$ cat src/rtl/regfile_writeback.sv
// regfile_writeback: merges ALU results and single-outstanding load returns into one register-file write port.
module regfile_writeback (
  input  logic        clk,
  input  logic        reset_i,
  input  logic        alu_valid_i,
  input  logic [4:0]  alu_dest_i,
  input  logic [31:0] alu_data_i,
  input  logic        load_issue_i,
  input  logic [4:0]  load_dest_i,
  input  logic [2:0]  load_type_i,
  input  logic [1:0]  load_offset_i,
  input  logic        mem_valid_i,
  input  logic [31:0] mem_data_i,
  input  logic [31:0] old_data_i,
  output logic        write_enable_o,
  output logic [4:0]  write_addr_o,
  output logic [31:0] write_data_o,
  output logic        busy_o,
  output logic        stall_o
);
  typedef enum logic [1:0] {IDLE, WAIT_MEM, WRITE_LOAD} state_t;
  state_t state, state_n;
  logic [4:0] pend_dest;
  logic [2:0] pend_type;
  logic [1:0] pend_off;
  logic [31:0] mem_q, sh, load_data;
  logic [7:0] b;
  logic [15:0] h;
  logic wl, wm, stall, accept;
  // The memory word is held raw; LWL/LWR merge with old_data_i only once the write cycle reads the register file.
  always_comb begin
    sh = mem_q >> {pend_off, 3'b000};
    b = sh[7:0];
    h = pend_off[1] ? mem_q[31:16] : mem_q[15:0];
    load_data = pend_type == 3'd0 ? {{24{b[7]}}, b} :
                pend_type == 3'd1 ? {24'd0, b} :
                pend_type == 3'd2 ? {{16{h[15]}}, h} :
                pend_type == 3'd3 ? {16'd0, h} :
                pend_type == 3'd5 ? (mem_q << {~pend_off, 3'b000}) | (old_data_i & ~(32'hFFFF_FFFF << {~pend_off, 3'b000})) :
                pend_type == 3'd6 ? (mem_q >> {pend_off, 3'b000}) | (old_data_i & ~(32'hFFFF_FFFF >> {pend_off, 3'b000})) :
                mem_q;
  end
  always_comb begin
    wl = state == WRITE_LOAD;
    wm = state == WAIT_MEM;
    stall = (wl && alu_valid_i) ||
            (wm && (load_issue_i || (alu_valid_i && alu_dest_i == pend_dest && pend_dest != 5'd0)));
    state_n = state == IDLE ? (load_issue_i ? WAIT_MEM : IDLE) :
              wm ? (mem_valid_i ? WRITE_LOAD : WAIT_MEM) :
              (load_issue_i ? WAIT_MEM : IDLE);
    accept = (state == IDLE || wl) && load_issue_i;
    write_addr_o = reset_i ? 5'd0 : wl ? pend_dest : alu_dest_i;
    write_data_o = reset_i ? 32'd0 : wl ? load_data : alu_data_i;
    write_enable_o = !reset_i && write_addr_o != 5'd0 && (wl || (alu_valid_i && !stall));
    stall_o = !reset_i && stall;
    busy_o = !reset_i && (wm || wl);
  end
  always_ff @(posedge clk) begin
    if (reset_i) begin
      state <= IDLE;
      pend_dest <= '0;
      pend_type <= '0;
      pend_off <= '0;
      mem_q <= '0;
    end else begin
      state <= state_n;
      if (accept) begin
        pend_dest <= load_dest_i;
        pend_type <= load_type_i;
        pend_off <= load_offset_i;
      end
      if (wm && mem_valid_i) mem_q <= mem_data_i;
    end
  end
endmodule
$ cat config.mk
export PLATFORM = sky130hd
export DESIGN_NAME = regfile_writeback
export DESIGN_NICKNAME = d
export VERILOG_FILES = /design/src/rtl/regfile_writeback.sv
export SDC_FILE = /design/constraint.sdc
export NUM_CORES = 1
export LEC_CHECK = 0
export ABC_AREA = 1
export CORE_UTILIZATION = 65
export DETAILED_ROUTE_END_ITERATION = 8
export DONT_BUFFER_PORTS = 1
export PLACE_DENSITY = 0.83
export RECOVER_POWER = 25
export SLEW_MARGIN = 0
export SYNTH_ARGS = -nofsm -noshare
export SYNTH_HDL_FRONTEND = slang
export SYNTH_SLANG_ARGS = --single-unit
$ cat constraint.sdc
create_clock -name clk -period 2.1 [get_ports clk]
set_input_delay 0.42 -clock clk [delete_from_list [all_inputs] [get_ports clk]]
set_output_delay 0.42 -clock clk [all_outputs]
set_load 0.01 [all_outputs]
==> impl_metrics.tcl, run 1 <==
set metrics [dict create \
    pin_count 156 \
    cts-buffers-inserted 5 \
    std_cell_rows 30 \
    netlist_instances 846 \
    clk_path_buf_depth 2 \
    port_buffers 0 \
    yosysSeqAreaShare_pct 19.5 \
    run_status "aborted with a tool error" \
    grt_max_degree 53 \
    post_synth_mux_area_share_pct 0 \
    htree_levels 2 \
    floorplan.initialDensity_pct 66.8 \
    error_line "[ERROR GRT-0232] Routing congestion too high. Check the congestion heatmap in the GUI." \
    worst_endpoint_kind "primary output" \
    placement.cell_area_sq_um 4760 \
    syn_nets 965 \
    synth_top_family_by_area "simple AND/OR/NAND/NOR gates" \
    clock_sinks 44 \
    synth-simple-area-share_pct 44.1 \
    synth_cell_type_count 28 \
    chipHeight_microns 85.3 \
    outcome.stop_stage "global routing" \
    global_route.overflow_total 132 \
    adder_and_majority_gate_portion_of_the_synthesized_area_pct 0.832 \
    root_buffer "clkbuf_8" \
    numPlacedInstances 910 \
    synth-warning-count 0 \
    fp.dieW_microns 85.3 \
    global_route_total_usage_across_every_layer_pct 87.1 \
    dp.final_hpwl_mm 12.0 \
    synth.cell_area_sq_um 4510 \
    yosys.area_share.xor_xnor_pct 0.388 \
    synth_compound_area_share_pct 24.8 \
    gp_routability_congestion 1.05 \
    post_synth.cell_area_avg_sq_um 5.33 \
    synth_seq_cells 44 \
    postCtsHoldBufs 0 \
    grt-worst-endpoint "write_data_o[21]" \
]
-- synth_stat cells, drive strengths merged --
| cell | number | area, sq um |
|---|---|---|
| nor3 | 1 | 5.00 |
| or2 | 1 | 6.26 |
| nor3b | 1 | 7.51 |
| nand3 | 104 | 536 |
| o21ai | 100 | 500 |
| buf | 37 | 209 |
| clkbuf | 25 | 93.8 |
| nor2 | 71 | 274 |
| xnor2 | 1 | 8.76 |
| a21oi | 101 | 505 |
| ha | 3 | 37.5 |
| and2 | 3 | 18.8 |
| dfxtp | 44 | 881 |
| o211ai | 12 | 90.1 |
| xor2 | 1 | 8.76 |
| o21bai | 3 | 22.5 |
| inv | 44 | 165 |
| nand4 | 7 | 43.8 |
| nand2 | 283 | 1070 |
| nand3b | 4 | 30.0 |
-- what timing repair did --
action / 4_1_cts
gates cloned: 8
buffers inserted: 20
endpoints found under the hold margin: 0
endpoints found under the setup margin: 35
resized for setup: 132
pin swaps: 26
-- stage by stage --
stage	utilization, %	hold WS, ns	setup WS [ns]
2_1_floorplan	-	0.464	0.0933
3_3_place_gp	70.4	0.491	0.0107
3_5_place_dp	70.4	0.498	-0.0618
4_1_cts	85.7	0.175	-0.202
-- per-layer routing --
metal	overflow	GRT usage, %
met5	0	23.8
met4	61	98.3
met3	1	70.9
met2	68	102
met1	2	85.4
-- logic make-up after synthesis --
logic type / after synthesis
xor+xnor: 2
simple gates: 475
fa+ha+maj: 3
compound gates: 216
buf+inv: 106
flops: 44
==> inputs of run 2 (changes only) <==
- CORE_UTILIZATION: 65 -> 40
- PLACE_DENSITY: 0.83 -> unset
- PLACE_DENSITY_LB_ADDON: unset -> 0.15
==> impl_metrics.tcl, run 2 <==
set metrics [dict create \
    run_status "complete, but fails checks" \
    failed_checks "setup timing" \
    yosysSeqAreaShare_pct 19.5 \
    final_layout_size_suffix_gt1_share_pct 20.9 \
    async_flop_share_pct 0 \
    ys_dominant_reg_cell "dfxtp_1" \
    power.combinational.fraction_pct 36.6 \
    floorplan.initialDensity_pct 41.3 \
    global_route.overflow_total 0 \
    slew_headroom_pct 65.6 \
    maxClockFrequency_ghz 0.448 \
    largest_registers "mem_q: 32 flops, pend_dest: 5 flops, pend_type: 3 flops" \
    viasPerCell 5.87 \
    slew_viol_final 0 \
    final_setup_violating_endpoints 32 \
    drt_first_pass_iters 6 \
    chipHeight_microns 108 \
    dp.final_hpwl_mm 14.6 \
    setup.worst_path.end_class "output port" \
    arrival_ns 1.81 \
    drt_drc_violations_left 0 \
    std_cell_rows 38 \
    clk_path_buf_depth 2 \
    postCtsHoldBufs 0 \
    htree_levels 2 \
    max_flop_register "mem_q" \
    netlist_instances 846 \
    synthTopCellsByArea "nand2_1, dfxtp_1, a21oi_1" \
    reg_area_sq_um 897 \
    area_used_by_multi_input_combinational_logic_sq_um 3620 \
    grt_max_degree 39 \
    period_needed_ns 2.23 \
    synth_most_common_cell "nand2_1" \
    flip_flop_count_of_the_largest_register_all_copies_and_words_added 32 \
    worst_hold_slack_ns 0.190 \
    layout_commonest_cell "nand2_1" \
    wire_per_inst_microns 18.8 \
    min_period_over_period_pct 106 \
    die_ar_sq_um 11700 \
    seq_power_share_pct 31.9 \
    global_route_total_usage_across_every_layer_pct 32.1 \
    synth-warning-count 0 \
    antenna_left 0 \
    post_synth.cell_area_avg_sq_um 5.33 \
    cts.clk_slew.worst_paths_ns 0.07 \
    cp.required_ns 1.68 \
    cts_tree "built" \
    fp.dieW_microns 108 \
    timing_worst_slew_pin_value_ns 0.516 \
    root_buffer "clkbuf_16" \
    nFillCells 1175 \
    busiest_layer "met2" \
    number_of_antenna_violations_at_the_first_check_in_global_routing 0 \
    initialDrtViolationCount 463 \
    crit_path_start_kind "flop" \
    core_sq_um 10900 \
    power.switching_fraction_pct 37.7 \
    total_switching_power_w 0.00113 \
    worstSetupPathType "flop to output port" \
    wl_mm 19.0 \
    final.setup_skew_ns 0.00382 \
    grt_pass1_vias 5350 \
    clk-insertion-delay-late_ns 0.30 \
    num_antenna_cells 0 \
    power.internal_w 0.00187 \
    syn_nets 965 \
    port_buffers 0 \
    synth_seq_cells 44 \
    synth_top_cell_by_area "nand2_1" \
    vdd_ir_max_mv 0.640 \
    areaGrowthSynthToFinish_pct 29.1 \
    dpl_worst_slack_ns -0.0421 \
    synth.cell_area_sq_um 4510 \
    nNetsFinal 984 \
    grt_setup_unrepaired "yes" \
    mostFrequentLayoutCells "nand2_1, nand3_1, o21ai_0" \
    critical_path.max_fanout 18 \
    pin_count 156 \
    grt_pass1_wl_mm 28.5 \
    synth.cells.most_frequent "nand2_1, a21oi_1, nand3_1" \
    timing_hold_violations_final 0 \
    power.share.clock_pct 31.5 \
    synth_top_cell_area_share_pct 23.3 \
    cts-buffers-inserted 5 \
    met3_capacity_usage_during_global_routing_pct 4.94 \
    gp_routability_congestion 0.961 \
    layout_setup_ws_ns -0.130 \
    timing.hold.worst.class "input pin to flop" \
    grt_use_met1_pct 42.7 \
    use_met2_pct 50.5 \
    drv.max_cap_violation_count 0 \
    synth-edff-count 0 \
    static-leakage-power_nw 2.46 \
    synth_cell_type_count 28 \
    clock_sinks 44 \
    via_count 5909 \
    power.density_cell_area_nw_per_um2 516 \
    timing.reg2reg.setup_slack_ns 0.42 \
]
==> run 2: cell counts after synthesis <==
Identical to the previous run, type by type.
==> run 2: final cells by class <==
type                    instances  share of cell area, %
multi-input cells             696                   62.1
flip-flops and latches         44                   15.4
repair buffers                 74                   13.4
inverters                      44                   3.09
well taps                     140                   3.01
clock buffers                   5                   2.15
clock inverters                 3                  0.859
==> run 2: through the flow <==
stage                     area (sq um)  power [W]  std cells  utilization (%)  TNS [ns]
after floorplan                   4510    0.00159        846                -         0
after global placement            4980    0.00191        990             45.6    -0.618
after detailed placement          4980    0.00191        990             45.6    -0.417
after CTS                         5540    0.00295       1003             50.6     -2.67
after global routing              5830    0.00317       1006             53.3     -5.98
final                             5830    0.00301       1006             53.3     -3.03
==> run 2: logic make-up after synthesis <==
logic type | count (synthesis) | share of synthesized area, %
adders and majority gates | 3 | 0.832
DFF | 44 | 19.5
and+or+nand+nor | 475 | 44.1
xor gates and xnor gates | 2 | 0.388
AOI/OAI and AO/OA | 216 | 24.8
buffers and inverters | 106 | 10.4
==> run 2: final timing paths <==
check                                  start               end  cells past startpoint
worst max-delay path             pend_off[0]  write_data_o[23]                      8
worst min-delay path                 reset_i          state[1]                      1
worst max register to register      state[1]         mem_q[24]                      6
worst min register to register  pend_dest[4]      pend_dest[4]                      2
==> run 2: what timing repair did <==
item | in CTS | in global routing
gates cloned | 2 | 2
setup buffers | 3 | 1
pin swaps | 9 | 9
endpoints found under the setup margin | 34 | 34
resized for setup | 88 | 53
==> run 2: worst max-delay path, cell delays in order (launching register included) <==
cell	delay, ns
dfxtp_4	0.41
buf_12	0.17
nand2_1	0.08
nand3_1	0.10
nand2_2	0.12
o21ai_4	0.18
inv_4	0.08
buf_12	0.17
a21oi_2	0.20
==> run 2: layer usage <==
layer / wire, microns / vias up
li1: - / 2844
met1: 7990 / 2720
met2: 8600 / 294
met3: 1580 / 51
met4: 782 / 0
met5: 0 / -
==> run 2: power groups by stage <==
stage / registers [W] / logic (W) / clock network (W)
4_1_cts: 0.000956 / 0.00103 / 0.000963
5_1_grt: 0.000964 / 0.00121 / 0.000999
3_5_place_dp: 0.000973 / 0.000940 / 0
6_report: 0.000960 / 0.00110 / 0.000948
3_3_place_gp: 0.000972 / 0.000936 / 0
2_1_floorplan: 0.000943 / 0.000643 / 0
(Power assumes the default switching activity.)
==> inputs of run 3 (changes only) <==
- clock period: 2.1 -> 2.5 ns (I/O delays scaled with it)
==> impl_metrics.tcl, run 3 (synthesized netlist as in run 2, its figures left out) <==
set metrics [dict create \
    layout_commonest_cell "nand2_1" \
    postCtsHoldBufs 0 \
    num_antenna_cells 0 \
    cts-buffers-inserted 5 \
    via_count 5769 \
    slew_headroom_pct 52.5 \
    antenna_left 0 \
    areaGrowthSynthToFinish_pct 21.0 \
    htree_levels 2 \
    cts_tree "built" \
    fin_tns_setup_ns 0 \
    floorplan.initialDensity_pct 41.3 \
    timing_worst_slew_pin_value_ns 0.710 \
    largest_registers "mem_q: 32 flops, pend_dest: 5 flops, pend_type: 3 flops" \
    drt_drc_violations_left 0 \
    max_flop_register "mem_q" \
    cp.required_ns 2.00 \
    whs_path_depth 1 \
    global_route_total_usage_across_every_layer_pct 31.7 \
    timing.rr.start "state[1]" \
    grt_max_degree 43 \
    clk-insertion-delay-late_ns 0.30 \
    drt_first_pass_iters 5 \
    static-leakage-power_nw 2.30 \
    min_period_over_period_pct 99.9 \
    r2r-end "mem_q[26]" \
    root_buffer "clkbuf_16" \
    placement.cell_area_sq_um 4710 \
    postLayoutCellArea_sq_um 5460 \
    clock_sinks 44 \
    nFillCells 1239 \
    initialDrtViolationCount 474 \
    fp.dieW_microns 108 \
    final_setup_violating_endpoints 0 \
    layoutNonFillerInstCount 989 \
    clk_path_buf_depth 2 \
    critical_path.max_fanout 7 \
    timing.hold.worst.class "input pin to flop" \
    port_buffers 0 \
    drv.max_cap_violation_count 0 \
    wire_per_inst_microns 19.3 \
    worstSetupPathType "flop to output port" \
    dp.final_hpwl_mm 14.0 \
    core_sq_um 10900 \
    timing_hold_violations_final 0 \
    gp_routability_congestion 0.937 \
    grt_setup_unrepaired "yes" \
    mostFrequentLayoutCells "nand2_1, nand3_1, o21ai_0" \
    slew_viol_final 0 \
    number_of_antenna_violations_at_the_first_check_in_global_routing 0 \
    viasPerCell 5.83 \
    pin_count 156 \
    arrival_ns 2.00 \
    whs_endpoint "state[1]" \
    utilization_of_the_core_after_routing_pct 49.9 \
    nNetsFinal 967 \
    crit_path_start_kind "flop" \
    cts.clk_slew.worst_paths_ns 0.07 \
    flip_flop_count_of_the_largest_register_all_copies_and_words_added 32 \
    grt_pass1_wl_mm 28.0 \
    numPlacedInstances 960 \
    maxClockFrequency_ghz 0.401 \
    period_needed_ns 2.50 \
    reg2regPathDepth 6 \
    vdd_ir_max_mv 0.394 \
    timing.reg2reg.setup_slack_ns 0.60 \
    worst_hold_slack_ns 0.263 \
    power.density_cell_area_nw_per_um2 449 \
    setup.worst_path.end_class "output port" \
    wl_mm 19.1 \
    chipHeight_microns 108 \
    std_cell_rows 38 \
    final_layout_size_suffix_gt1_share_pct 15.9 \
    grt_pass1_vias 5129 \
    run_status "finished clean" \
    die_ar_sq_um 11700 \
    final.setup_skew_ns 0.00769 \
    hold_path.startpoint "reset_i" \
    global_route.overflow_total 0 \
]
==> run 3: cell count changes in the layout (fill, tap and decap cells not counted), moves of 4 or more <==
cell and change:
a21oi_4 -11, nand2_2 -10, a21oi_1 +9, buf_4 -9
nand2_1 +9, buf_6 -7, clkinvlp_4 +7, o21ai_0 +7
o21ai_2 -6, nand3_1 +4, nand3_2 -4
==> run 3: routing by layer <==
| layer | wire length, microns | vias up | GRT usage (%) |
|---|---|---|---|
| met1 | 8070 | 2651 | 42.1 |
| met3 | 1790 | 39 | 6.15 |
| li1 | - | 2812 | - |
| met2 | 8580 | 267 | 49.8 |
| met5 | 0 | - | 0 |
| met4 | 636 | 0 | 13.1 |
==> run 3: stage by stage <==
step	setup WS (ns)	total power [W]
floorplan	0.413	0.00133
global placement	0.203	0.00154
detailed placement	0.170	0.00155
CTS	0.00104	0.00236
global route	-0.0536	0.00258
finish	0.00320	0.00245
==> run 3: what timing repair did <==
item	in CTS	in global routing
gates resized for setup	28	63
setup buffers	2	15
gates cloned	3	1
pin swaps	2	14
setup endpoints to repair	28	33
==> run 3: final cells by class <==
type                            instances  area (sq um)  area share, %
Inverter                               44           198           3.62
Multi-Input combinational cell        696          3440           63.1
Timing Repair Buffer                   55           562           10.3
Clock buffer                            5           125           2.29
Clock inverter                          3          46.3          0.848
Sequential cell                        44           895           16.4
Timing Repair inverter                  2          15.0          0.275
Tap cell                              140           175           3.21
==> run 3: worst max path at each step <==
stage / from / to / slack (ns) / cells past startpoint
after floorplan: state[0] / write_enable_o / 0.41 / 8
after global placement: pend_type[1] / write_data_o[9] / 0.20 / 8
after detailed placement: pend_off[1] / write_data_o[14] / 0.17 / 9
after CTS: pend_off[0] / write_data_o[20] / 0.001 / 8
after global routing: pend_off[0] / write_data_o[10] / -0.05 / 8
final: pend_off[0] / write_data_o[10] / 0.003 / 8
==> run 3: power breakdown <==
part / switching (W) / internal [W]
Clock: 0.000312 / 0.000476
Sequential: 0.0000732 / 0.000746
Combinational: 0.000543 / 0.000302
Total: 0.000928 / 0.00152
==> run 3: critical path: stages (launching register included) <==
cell and delay, ns:
dfxtp_4 0.45, buf_12 0.16, nand2_4 0.06, nand3_4 0.09, nand2_4 0.07, o21ai_4 0.19
buf_12 0.14, clkinvlp_4 0.26, a21oi_4 0.26
==> inputs of run 4 (changes only) <==
--- a/config.mk
+++ b/config.mk
@@ -7,3 +7,3 @@
 export LEC_CHECK = 0
-export ABC_AREA = 1
+export ABC_AREA = 0
 export CORE_UTILIZATION = 40
==> constraint.sdc (replaced) <==
create_clock -name clk -period 2.5 [get_ports clk]
set_input_delay 0.75 -clock clk [delete_from_list [all_inputs] [get_ports clk]]
set_output_delay 0.75 -clock clk [all_outputs]
set_load 0.01 [all_outputs]
==> impl_metrics.tcl, run 4 <==
set metrics [dict create \
    floorplan.initialDensity_pct 41.2 \
    chipHeight_microns 108 \
    viasPerCell 6.29 \
    wire_per_inst_microns 21.4 \
    synth-edff-count 0 \
    gp_routability_congestion 1.02 \
    postLayoutCellArea_sq_um 6050 \
    netlist_instances 636 \
    clk-insertion-delay-late_ns 0.31 \
    power.density_cell_area_nw_per_um2 338 \
    pin_count 156 \
    static-leakage-power_nw 2.25 \
    antenna_left 0 \
    failed_checks "setup timing" \
    slew_headroom_pct 53.6 \
    fp.dieW_microns 108 \
    power.combinational.fraction_pct 32.6 \
    core_sq_um 10800 \
    grt_setup_unrepaired "yes" \
    worst_path_dominant_cell_family "multiplexers" \
    yosysSeqAreaShare_pct 19.7 \
    syn_nets 755 \
    number_of_antenna_violations_at_the_first_check_in_global_routing 1 \
    clock_sinks 44 \
    synth.cell_area_sq_um 4470 \
    startpoint "pend_off[0]" \
    maxClockFrequency_ghz 0.354 \
    async_flop_share_pct 0 \
    power.share.clock_pct 29.7 \
    reg_area_sq_um 901 \
    hold_path.startpoint "pend_dest[4]" \
    wl_mm 18.8 \
    slew_viol_final 0 \
    arrival_ns 2.07 \
    timing.hold.worst.class "flop to flop" \
    crit_path_start_kind "flop" \
    initialDrtViolationCount 408 \
    layout_commonest_cell "buf_4" \
    nNetsFinal 853 \
    max_flop_register "mem_q" \
    power.switching_fraction_pct 31.6 \
    drv.max_cap_violation_count 0 \
    run_status "complete, but fails checks" \
    total_switching_power_w 0.000645 \
    flip_flop_count_of_the_largest_register_all_copies_and_words_added 32 \
    root_buffer "clkbuf_8" \
    grt_pass1_wl_mm 28.4 \
    synth.cells.most_frequent "nand2_1, a21oi_1, nor2_1" \
    fin_tns_setup_ns -8.45 \
    synth_top_cell_area_share_pct 19.7 \
    post_synth.cell_area_avg_sq_um 7.03 \
    final_setup_violating_endpoints 34 \
    drt_first_pass_iters 6 \
    synth-warning-count 0 \
    grt_max_degree 70 \
    critical_path.max_fanout 11 \
    ys_dominant_reg_cell "dfxtp_1" \
    cts-buffers-inserted 5 \
    areaGrowthSynthToFinish_pct 35.4 \
    synthTopCellsByArea "dfxtp_1, a21oi_1, nand2_1" \
    die_ar_sq_um 11600 \
    final_layout_size_suffix_gt1_share_pct 33.3 \
    port_buffers 0 \
    timing_hold_violations_final 0 \
    cp.required_ns 1.75 \
    timing.rr.start "state[0]" \
    placement.cell_area_sq_um 5390 \
    synth_most_common_cell "nand2_1" \
    cts_tree "built" \
    global_route.overflow_total 0 \
    vdd_ir_max_mv 0.401 \
    synth_cell_type_count 56 \
    worstSetupPathType "flop to output port" \
    via_count 5514 \
    timing_worst_slew_pin_value_ns 0.695 \
    largest_registers "mem_q: 32 flops, pend_dest: 5 flops, pend_type: 3 flops" \
    htree_levels 2 \
    critical_path.max_stage_delay_ns 0.56 \
    global_route_total_usage_across_every_layer_pct 31.9 \
    nFillCells 1089 \
    synth_seq_cells 44 \
    worstPathCellList "mux4_2, a21o_4, o21ai_4, buf_12, a21oi_1, buf_4" \
    seq_power_share_pct 37.7 \
    timing.reg2reg.setup_slack_ns 1.01 \
    area_used_by_multi_input_combinational_logic_sq_um 3550 \
    cts.clk_slew.worst_paths_ns 0.09 \
    final.setup_skew_ns 0.0156 \
    setup.worst_path.end_class "output port" \
    power.internal_w 0.00140 \
    worst-path-buf-inv 2 \
    slowest_stage "mux4_2" \
    dp.final_hpwl_mm 14.0 \
    total_power_w 0.00204 \
    clk_path_buf_depth 2 \
    layout_setup_ws_ns -0.322 \
    drt_drc_violations_left 0 \
    synth_top_cell_by_area "dfxtp_1" \
    grt_pass1_vias 5285 \
    mostFrequentLayoutCells "buf_4, nand2_1, a21oi_1" \
    std_cell_rows 38 \
    min_period_over_period_pct 113 \
    period_needed_ns 2.82 \
]
run 4: layer usage:
layer	track usage, %	part of all wire (%)
met5	0	0
met2	52.2	47
met3	4.30	9.2
met4	12.7	2.4
met1	42.1	41
run 4: cells by family after synthesis:
kind of cell    after synthesis  synth area share [%]
simple gates                251                  25.8
fa+ha+maj                     3                 0.840
flops                        44                  19.7
compound gates              222                  31.0
xor+xnor                      5                 0.980
buf+inv                      62                  6.69
mux                          49                  15.0
run 4: path summary, 6_finish.rpt:
| check | to | depth (start not counted) |
|---|---|---|
| setup / recovery | write_data_o[24] | 6 |
| hold / removal | pend_dest[4] | 2 |
| setup reg to reg | mem_q[2] | 6 |
| hold reg to reg | pend_dest[4] | 2 |
run 4: stage by stage:
stage | std cells | utilization [%] | hold slack, ns | setup slack, ns
3_3_place_gp | 846 | 49.7 | 0.465 | -0.0747
4_1_cts | 869 | 54.1 | 0.483 | -0.313
6_report | 876 | 55.8 | 0.483 | -0.322
5_1_grt | 876 | 55.8 | 0.484 | -0.383
3_5_place_dp | 846 | 49.7 | 0.473 | -0.112
2_1_floorplan | 636 | - | 0.458 | -0.00822
run 4: final cells by class:
class                      instances  area share, %
clock buffer                       7           1.59
timing repair buffer             145           20.9
sequential                        44           14.9
multi-input combinational        530           58.7
clock inverter                     1          0.496
antenna                            1         0.0414
tap                              140           2.90
inverter                           8          0.558
run 4: power groups by stage:
stage | combinational (W) | clock [W] | sequential (W)
after floorplan | 0.000377 | 0 | 0.000771
after global placement | 0.000583 | 0 | 0.000783
after detailed placement | 0.000591 | 0 | 0.000785
after CTS | 0.000637 | 0.000620 | 0.000768
after global routing | 0.000715 | 0.000648 | 0.000774
final | 0.000667 | 0.000606 | 0.000770
run 4: what timing repair did:
action	in CTS	in global routing
buffers inserted	15	5
cloned	0	1
hold buffers	0	0
resized for setup	66	34
setup endpoints to repair	33	34
pin swaps	19	14
run 4: worst register-to-register path, delay by kind of cell, from the launching register on:
| family | cells | cell delay, ns |
|---|---|---|
| AOI/OAI and AO/OA | 1 | 0.20 |
| adders and majority gates | 1 | 0.22 |
| buffers and inverters | 2 | 0.41 |
| DFF | 1 | 0.33 |
| and+or+nand+nor | 2 | 0.27 |
